## src/rtl/display_pkg.sv

```systemverilog
// Shared definitions for the multiplexed 7-segment display demultiplexer:
// FSM encoding, active-low segment patterns and anode helpers.
package display_pkg;

    typedef enum logic [1:0] {StBlank, StSettle, StHeld} state_t;

    localparam logic [3:0] AnodeBlank = 4'b1111;

    // Active-low {g,f,e,d,c,b,a}
    localparam logic [6:0] Seg0 = 7'h40;
    localparam logic [6:0] Seg1 = 7'h79;
    localparam logic [6:0] Seg2 = 7'h24;
    localparam logic [6:0] Seg3 = 7'h30;
    localparam logic [6:0] Seg4 = 7'h19;
    localparam logic [6:0] Seg5 = 7'h12;
    localparam logic [6:0] Seg6 = 7'h02;
    localparam logic [6:0] Seg7 = 7'h78;
    localparam logic [6:0] Seg8 = 7'h00;
    localparam logic [6:0] Seg9 = 7'h10;
    localparam logic [6:0] SegA = 7'h08;
    localparam logic [6:0] SegB = 7'h03;
    localparam logic [6:0] SegC = 7'h46;
    localparam logic [6:0] SegD = 7'h21;
    localparam logic [6:0] SegE = 7'h06;
    localparam logic [6:0] SegF = 7'h0E;

    function automatic logic [2:0] low_count(input logic [3:0] an);
        logic [2:0] n;
        n = '0;
        for (int i = 0; i < 4; i++) begin
            n = n + {2'b00, ~an[i]};
        end
        return n;
    endfunction

    // Only meaningful when exactly one anode bit is low.
    function automatic logic [1:0] low_index(input logic [3:0] an);
        logic [1:0] idx;
        idx = '0;
        for (int i = 0; i < 4; i++) begin
            if (!an[i]) begin
                idx = 2'(i);
            end
        end
        return idx;
    endfunction

endpackage

```

## src/rtl/decodificador_7seg.sv

```systemverilog
// Combinational decode of an active-low 7-segment pattern to its hex nibble;
// anything outside the 16 standard glyphs is flagged illegal.
module decodificador_7seg
    import display_pkg::*;
(
    input  logic [6:0] seg,
    output logic [3:0] nibble,
    output logic       illegal
);

    always_comb begin
        nibble  = 4'h0;
        illegal = 1'b0;
        case (seg)
            Seg0:    nibble = 4'h0;
            Seg1:    nibble = 4'h1;
            Seg2:    nibble = 4'h2;
            Seg3:    nibble = 4'h3;
            Seg4:    nibble = 4'h4;
            Seg5:    nibble = 4'h5;
            Seg6:    nibble = 4'h6;
            Seg7:    nibble = 4'h7;
            Seg8:    nibble = 4'h8;
            Seg9:    nibble = 4'h9;
            SegA:    nibble = 4'hA;
            SegB:    nibble = 4'hB;
            SegC:    nibble = 4'hC;
            SegD:    nibble = 4'hD;
            SegE:    nibble = 4'hE;
            SegF:    nibble = 4'hF;
            default: illegal = 1'b1;
        endcase
    end

endmodule

```

## src/rtl/display_demux.sv

```systemverilog
// Recovers the four hex digits shown on a scanned active-low 7-segment display.
// Define DISPLAY_DEMUX_DP_EN to also capture the per-digit decimal point.
module display_demux
    import display_pkg::*;
#(
    parameter int unsigned STABLE_CYCLES  = 4,
    parameter int unsigned TIMEOUT_CYCLES = 1000000
) (
    input  logic        i_Clk,
    input  logic        i_Rst_n,
    input  logic [3:0]  i_Anodo,
    input  logic [6:0]  i_Seg,
`ifdef DISPLAY_DEMUX_DP_EN
    input  logic        i_Dp,
    output logic [3:0]  o_Dp,
`endif
    output logic [15:0] o_Digitos,
    output logic [3:0]  o_Valido,
    output logic [1:0]  o_Sel,
    output logic        o_Frame,
    output logic        o_Err
);

`ifdef DISPLAY_DEMUX_DP_EN
    localparam int unsigned SampleW = 12;
`else
    localparam int unsigned SampleW = 11;
`endif

    localparam int unsigned     CntW    = 8;
    localparam logic [CntW-1:0] CntHit  = CntW'(STABLE_CYCLES - 2);
    localparam logic [CntW-1:0] CntMax  = CntW'(STABLE_CYCLES - 1);
    localparam int unsigned     TmoW    = $clog2(TIMEOUT_CYCLES + 1);
    localparam logic [TmoW-1:0] TmoLast = TmoW'(TIMEOUT_CYCLES - 1);
    localparam logic [TmoW-1:0] TmoSat  = TmoW'(TIMEOUT_CYCLES);

    logic [SampleW-1:0] sample_in, sample_q, prev_q;
    logic [3:0]         cur_anode;
    logic [6:0]         cur_seg;
    logic               changed, anode_blank, anode_legal;
    logic [1:0]         idx;
    logic [3:0]         nibble;
    logic               seg_illegal;

    state_t             state_q, state_d;
    logic [CntW-1:0]    cnt_q, cnt_d;
    logic               decide, capture, reject, reject_seg;
    logic [TmoW-1:0]    tmo_q, tmo_d;

    logic [15:0]        digits_q, digits_d;
    logic [3:0]         valid_q, valid_d;
    logic [1:0]         sel_q, sel_d;
    logic [1:0]         exp_q, exp_d;
    logic               frame_q, frame_d;
    logic               err_q, err_d;

`ifdef DISPLAY_DEMUX_DP_EN
    assign sample_in = {i_Dp, i_Anodo, i_Seg};
`else
    assign sample_in = {i_Anodo, i_Seg};
`endif

    assign cur_anode   = sample_q[10:7];
    assign cur_seg     = sample_q[6:0];
    assign changed     = (sample_q != prev_q);
    assign anode_blank = (cur_anode == AnodeBlank);
    assign anode_legal = (low_count(cur_anode) == 3'd1);
    assign idx         = low_index(cur_anode);

    decodificador_7seg u_dec (
        .seg     (cur_seg),
        .nibble  (nibble),
        .illegal (seg_illegal)
    );

    // Reset loads the blank pattern so a dwell can never straddle reset.
    always_ff @(posedge i_Clk) begin
        if (!i_Rst_n) begin
            sample_q <= '1;
            prev_q   <= '1;
        end else begin
            sample_q <= sample_in;
            prev_q   <= sample_q;
        end
    end

    always_ff @(posedge i_Clk) begin
        if (!i_Rst_n) begin
            state_q <= StBlank;
        end else begin
            state_q <= state_d;
        end
    end

    always_comb begin
        state_d = state_q;
        if (changed) begin
            state_d = anode_blank ? StBlank : StSettle;
        end else if (decide) begin
            state_d = StHeld;
        end
    end

    // The dwell is judged on the edge that would bring the count to STABLE_CYCLES-1.
    always_comb begin
        decide     = (state_q == StSettle) && !changed && (cnt_q == CntHit);
        capture    = decide && anode_legal && !seg_illegal;
        reject_seg = decide && anode_legal && seg_illegal;
        reject     = decide && !(anode_legal && !seg_illegal);
    end

    always_comb begin
        cnt_d = cnt_q;
        if (changed || anode_blank) begin
            cnt_d = '0;
        end else if (cnt_q != CntMax) begin
            cnt_d = cnt_q + CntW'(1);
        end
    end

    always_comb begin
        digits_d = digits_q;
        valid_d  = valid_q;
        sel_d    = sel_q;
        exp_d    = exp_q;
        frame_d  = 1'b0;
        err_d    = reject;
        tmo_d    = tmo_q;

        if (capture) begin
            digits_d[{idx, 2'b00} +: 4] = nibble;
            valid_d[idx]                = 1'b1;
            sel_d                       = idx;
            tmo_d                       = '0;
            if (idx == exp_q) begin
                if (idx == 2'd3) begin
                    frame_d = 1'b1;
                    exp_d   = 2'd0;
                end else begin
                    exp_d = exp_q + 2'd1;
                end
            end else begin
                exp_d = (idx == 2'd0) ? 2'd1 : 2'd0;
            end
        end else if (tmo_q >= TmoLast) begin
            valid_d = '0;
            exp_d   = 2'd0;
            tmo_d   = TmoSat;
        end else begin
            tmo_d = tmo_q + TmoW'(1);
        end

        if (reject_seg) begin
            valid_d[idx] = 1'b0;
        end
    end

    always_ff @(posedge i_Clk) begin
        if (!i_Rst_n) begin
            cnt_q    <= '0;
            tmo_q    <= '0;
            digits_q <= '0;
            valid_q  <= '0;
            sel_q    <= '0;
            exp_q    <= '0;
            frame_q  <= 1'b0;
            err_q    <= 1'b0;
        end else begin
            cnt_q    <= cnt_d;
            tmo_q    <= tmo_d;
            digits_q <= digits_d;
            valid_q  <= valid_d;
            sel_q    <= sel_d;
            exp_q    <= exp_d;
            frame_q  <= frame_d;
            err_q    <= err_d;
        end
    end

`ifdef DISPLAY_DEMUX_DP_EN
    logic [3:0] dp_q;

    always_ff @(posedge i_Clk) begin
        if (!i_Rst_n) begin
            dp_q <= '0;
        end else if (capture) begin
            dp_q[idx] <= sample_q[SampleW-1];
        end
    end

    assign o_Dp = dp_q;
`endif

    assign o_Digitos = digits_q;
    assign o_Valido  = valid_q;
    assign o_Sel     = sel_q;
    assign o_Frame   = frame_q;
    assign o_Err     = err_q;

endmodule

```

## config.mk

```make
export PLATFORM = sky130hd
export DESIGN_NAME = display_demux
export DESIGN_NICKNAME = d
export VERILOG_FILES = /design/src/rtl/display_pkg.sv /design/src/rtl/decodificador_7seg.sv /design/src/rtl/display_demux.sv
export SDC_FILE = /design/constraint.sdc
export NUM_CORES = 1
export LEC_CHECK = 0
export CAP_MARGIN = 20
export CORE_MARGIN = 1.5
export CORE_UTILIZATION = 25
export DETAILED_ROUTE_END_ITERATION = 7
export GPL_ROUTABILITY_DRIVEN = 0
export SYNTH_ARGS = -nofsm -noshare
export SYNTH_HDL_FRONTEND = slang
export SYNTH_SLANG_ARGS = --single-unit
```

## constraint.sdc

```tcl
create_clock -name i_Clk -period 2.95 [get_ports i_Clk]
set_input_delay 0.59 -clock i_Clk [delete_from_list [all_inputs] [get_ports i_Clk]]
set_output_delay 0.59 -clock i_Clk [all_outputs]
set_load 0.05 [all_outputs]
```

Word level (Yosys, flattened, before mapping)
Cells that the tools add are included.
W data, S select, Z words.
Storage, ports and cells
  memory bits (read-only): 0
  bits in writable memories: 0
  latch bits: 0
  memories kept: 0
  output and inout port bits: 24
  input bits: 13
  register bits: 78
Cells by class
  multiplexer cells: 21
  bitwise logic cells: 8
  shifts and indexed selects: 2
  divide/modulo/power cells: 0
  equal/unequal tests: 23
  $lt $le $gt $ge: 3
  reduce and logical (&&, ||, !) cells: 20
  multipliers: 0
  $add $sub $neg: 7
Operators by type and width (number)
  $pmux W4 S15: 1
  $eq A7 B7 Y1 const B: 4
  $eq A7 B5 Y1 const B: 3
  $eq A7 B6 Y1 const B: 3
  $add A20 B1 Y20 const B: 1
  $ge A20 B20 Y1 const B: 1
  $mux W20: 1
  $bwmux W16: 1
  $mux W2: 8
  $reduce_or A16 Y1: 1
  $shift A4 B6 Y16 const A: 1
  $shiftx A4 B6 Y16: 1
  $eq A7 B2 Y1 const B: 2
  $eq A7 B4 Y1 const B: 2
  $mux W4: 3
  $ne A11 B11 Y1: 1
  $add A8 B1 Y8 const B: 1
  $eq A8 B2 Y1 const B: 1
  $logic_and A1 B1 Y1: 8
  $ne A8 B2 Y1 const B: 1
  $eq A7 B3 Y1 const B: 1
  $logic_not A7 Y1: 1
  $mux W1: 6
  $neg A4 Y6: 1
  23 further kinds: 30

Longest topological paths before layout
  word-level depth: 11
  gate-level depth with buffers: 11
  depth with buffers taken out: 10

By module
From an unflattened synthesis, not the netlist that was laid out.
Unflattened totals
  cell total of the unflattened synthesis: 406
  area, all modules: 3548.4 µm²
Modules (own cells, without submodules)
  display_demux: cells each 343, area an instance 3166.8 µm², instances 1
  decodificador_7seg: cells each 63, area an instance 381.6 µm², instances 1

Worst setup path before layout
No wires, ideal clock.
  kind: register to register
  start point: reg sample_q[7]
  end point: reg digits_q[10], in the netlist o_Digitos[10]
  data required time: 2.831 ns
  arrival time: 2.624 ns
  stages on the path, launching flop included: 11
  buffers on the path: 1
  setup slack: 0.207 ns
  path through: dfxtp_1 > fa_1 > inv_1 > ha_1 > ha_1 > nor3b_1 > and4bb_2 > and4_1 > buf_6 > nand4_4 > o221a_2
On the way
  longest elaborated chain between the ends: 7
Ends and longest elaborated chain
  start: declaration: RTL line display_demux.sv:37  | logic [SampleW-1:0] sample_in, sample_q, prev_q;
  start signal: assignment: RTL line display_demux.sv:82  | sample_q <= sample_in;
  $not A1 Y1: RTL line display_pkg.sv:31  | n = n + {2'b00, ~an[i]};
  $add A1 B1 Y2: RTL line display_pkg.sv:31
  $add A2 B1 Y3: RTL line display_pkg.sv:31
  $add A3 B1 Y3: RTL line display_pkg.sv:31
  $eq A3 B1 Y1: RTL line display_demux.sv:67  | assign anode_legal = (low_count(cur_anode) == 3'd1);
  $logic_and A1 B1 Y1 (*) (2 in a row): RTL line display_demux.sv:107  | capture = decide && anode_legal && !seg_illegal;
  end signal: assignment: RTL line display_demux.sv:171  | digits_q <= digits_d;
  end: declaration: RTL line display_demux.sv:50  | logic [15:0] digits_q, digits_d;
Every way passes the cells marked *; elsewhere a longest branch is shown, timed or not.
A chain may end at the register's enable or synchronous reset.

Final worst setup path
  start point: reg sample_q[7]
  end point: reg digits_q[6], in the netlist o_Digitos[6]
Same word-level chain as after synthesis.

==> flow_summary_export.csv <==
group,metric,value,unit
global_route,grt_overflow_total,0,
global_route,grt_util_all_layers,11.38,%
timing,grt_setup_unrepaired,"false",
synth,syn_area,3601,um^2
die,initial_utilization,25.74,%
power,power_switching,0.5087,mW
synth,syn_nets,409,
synth,syn_inst,390,
critical_path,path_cells,"fa_1 > inv_1 > ha_1 > ha_1 > nor3b_2 > and4bb_2 > and4_1 > buf_12 > nand4_4 > o221a_2",
synth,netlist.area_leader.share,43.36,%
synth,synthTopCellsByArea,"dfxtp_1, nor2_1, xnor2_1",
critical_path,worst-path-buf-inv,2,
layout,area_growth,25.43,%
timing,fin_skew,0.009612,ns
layout,fin_area,4517,um^2
synth,synth_commonest_cells,"dfxtp_1, nor2_1, nand2_1",
timing,finalHoldViolCount,0,
power,power_density,513.0,nW/um^2
synth,synth_seq_cells,78,
critical_path,path_class,"flop to flop",
placement,placed_area,4189,um^2
global_route,antenna_found_initial,0,
power,power_frac_clock,46.4,%
global_route,grt_pass1_wl,13600,um
power,power.internal,1.809,mW
power,power_frac_comb,6.2,%
cts,cts_root_buf,"clkbuf_16",
timing,fmax,356.4,MHz
placement,dpl.hpwl,5859,um
critical_path,crit_top_cell,"ha_1",
critical_path,arrival,3.02,ns
cts,clkTransAtPathRegs,0.06,ns
critical_path,endpoint_kind,"flop",
synth,dominantRegCellSynth,"dfxtp_1",
critical_path,critPathRequiredTime,3.17,ns
synth,synth_area_per_cell,9.233,um^2
drt,drtPass1Iterations,5,
layout,drive_above_1_share,13.30,%
layout,fill_cells,1434,
global_route,grt_pass1_vias,2756,
drt,ant_nets,0,
cts,numCtsBuffers,9,
critical_path,critical-path-slowest-cell,"fa_1",
min_path,hp-class,"flop to flop",
die,die_h,123.0,um
synth,synth_edf_count,0,
cts,clkSinkCount,78,
die,core,13990,um^2
timing,fin_crit,2.806,ns
timing,fin_crit_sh,95.12,%
power,power_leakage,1.642,nW
power,swShare,21.95,%
die,dieArea,15130,um^2
cts,htree_levels,3,
placement,portBuffers,36,
power,ir_drop,0.2654,mV
critical_path,path_delay_family,"adder cells",
synth,synth_cell_types,60,
power,seqPwrFrac,47.4,%
timing,tns,0,ns
die,die_w,123.0,um
cts,cts_tree,"built",
timing,final-setup-viol-count,0,
drt,vias_per_cell,4.735,
layout,antennaDiodeCount,0,
run,maxCapViolCount,0,
drt,drt_iter0_markers,191,
layout,fin_nets,451,
cts,clock_latency,0.33,ns
timing,tightest_slew,0.5674,ns
critical_path,crit_fanout,6,
synth,yosys_warnings,0,
die,io_pins,37,
global_route,grt_max_degree,40,
synth,async_flop_share,0,%
layout,final_cells,616,
cts,clockBufferDepth,2,
drt,wl_per_cell,13.13,um
synth,synth-seq-area-share,43.36,%
critical_path,max_stage_delay,0.53,ns
critical_path,crit_path_start_kind,"flop",
drt,drc,0,
die,row_count,43,
drt,totalWireLength,8087,um
timing,slew_viol_final,0,
synth,synth_largest_area_cell,"dfxtp_1",
synth,synth.most_common_cell,"dfxtp_1",
timing,slew_headroom,61.88,%
placement,dp.cells,598,
drt,vias,2917,
run_status,status,"complete, no violations",
-- state kept, by name, indices dropped and copies added (netlist names) --
name	flops
o_Err	1
state_q	2
sample_q	11
o_Frame	1
o_Valido	4
exp_q	2
cnt_q	8
tmo_q	20
prev_q	11
o_Digitos	16
o_Sel	2
-- final timing paths --
check	cells after the start	start	end	slack (ns)
max	10	sample_q[7]$_SDFF_PN1_	o_Digitos[6]$_SDFFE_PN0P_	0.14
min	2	state_q[1]$_SDFFE_PN0P_	state_q[1]$_SDFFE_PN0P_	0.46
max reg2reg	10	sample_q[7]$_SDFF_PN1_	o_Digitos[6]$_SDFFE_PN0P_	0.14
min reg2reg	2	state_q[1]$_SDFFE_PN0P_	state_q[1]$_SDFFE_PN0P_	0.46
-- worst min-delay path: stages (launching register included) --
cell and delay, ns:
dfxtp_1 0.30, inv_1 0.05, a21boi_0 0.06
-- timing repair --
item,in CTS,in global routing
hold buffers,0,0
buffers inserted,0,2
setup endpoints to repair,0,35
gates resized for setup,0,3
-- cells by family (layout without fill, tap and decap cells) --
logic type / Yosys count / count (layout) / share of synthesized area (%)
AO/OA/AOI/OAI: 60 / 61 / 13.24
XOR/XNOR: 35 / 35 / 8.513
adder cells (fa/ha/maj): 6 / 6 / 2.293
buffers and inverters: 31 / 76 / 4.169
flip-flops: 78 / 78 / 43.36
multiplexers: 1 / 1 / 0.2780
AND/OR/NAND/NOR: 179 / 179 / 28.15
-- per-layer routing --
layer / wire, um / up-vias / global-route usage (%)
met5: 0 / - / 0
met3: 362 / 4 / 3.736
met2: 3916 / 67 / 18.47
li1: - / 1467 / -
met4: 52 / 0 / 3.089
met1: 3755 / 1379 / 14.50
-- placed cells by master, fill, tap and decap left out, types with 3 or more instances in the layout --
cell / Yosys / final
nand2_1: 27 / 27
xnor2_1: 21 / 21
or3_1: 3 / 3
o22ai_1: 3 / 3
or4_1: 3 / 3
nor3_1: 6 / 6
xor2_1: 14 / 14
nand4_1: 6 / 6
inv_1: 12 / 12
nor2_1: 52 / 51
clkdlybuf4s50_1: 0 / 36
clkbuf_16: 0 / 9
clkinv_2: 0 / 4
a21oi_1: 17 / 17
nand3_1: 19 / 19
nand2b_1: 22 / 22
and3_1: 6 / 6
and4_1: 6 / 6
buf_4: 3 / 10
o221a_2: 8 / 8
or2_2: 3 / 3
ha_1: 5 / 5
nor4_1: 4 / 4
o21ai_0: 4 / 4
nor3b_1: 4 / 3
dfxtp_1: 78 / 78
a211oi_1: 8 / 8
-- through the flow --
stage	total power [mW]	util [%]	setup slack (ns)	hold WS (ns)
floorplan	1.214	-	0.2069	0.4307
global placement	1.263	29.95	0.1242	0.4406
detailed placement	1.265	29.95	0.05353	0.4567
CTS	2.344	32.01	0.02404	0.4667
global route	2.418	32.29	0.02557	0.4998
finish	2.317	32.29	0.1440	0.4629
-- area by class of cell --
class	count	area (um^2)	share of cell area, %
inverter	12	45.04	0.9972
clock inverter	5	50.05	1.108
tap	180	225.2	4.986
sequential	78	1562	34.57
clock buffer	10	239.0	5.291
multi-input combinational	282	1909	42.27
timing repair buffer	49	486.7	10.78
-- power groups by stage --
stage	logic [mW]	registers, mW	clock network, mW
after floorplan	0.106	1.11	0
after detailed placement	0.143	1.12	0
final	0.144	1.10	1.07
after global routing	0.162	1.10	1.15
after global placement	0.142	1.12	0
after CTS	0.144	1.10	1.10
(Power assumes the default switching activity.)
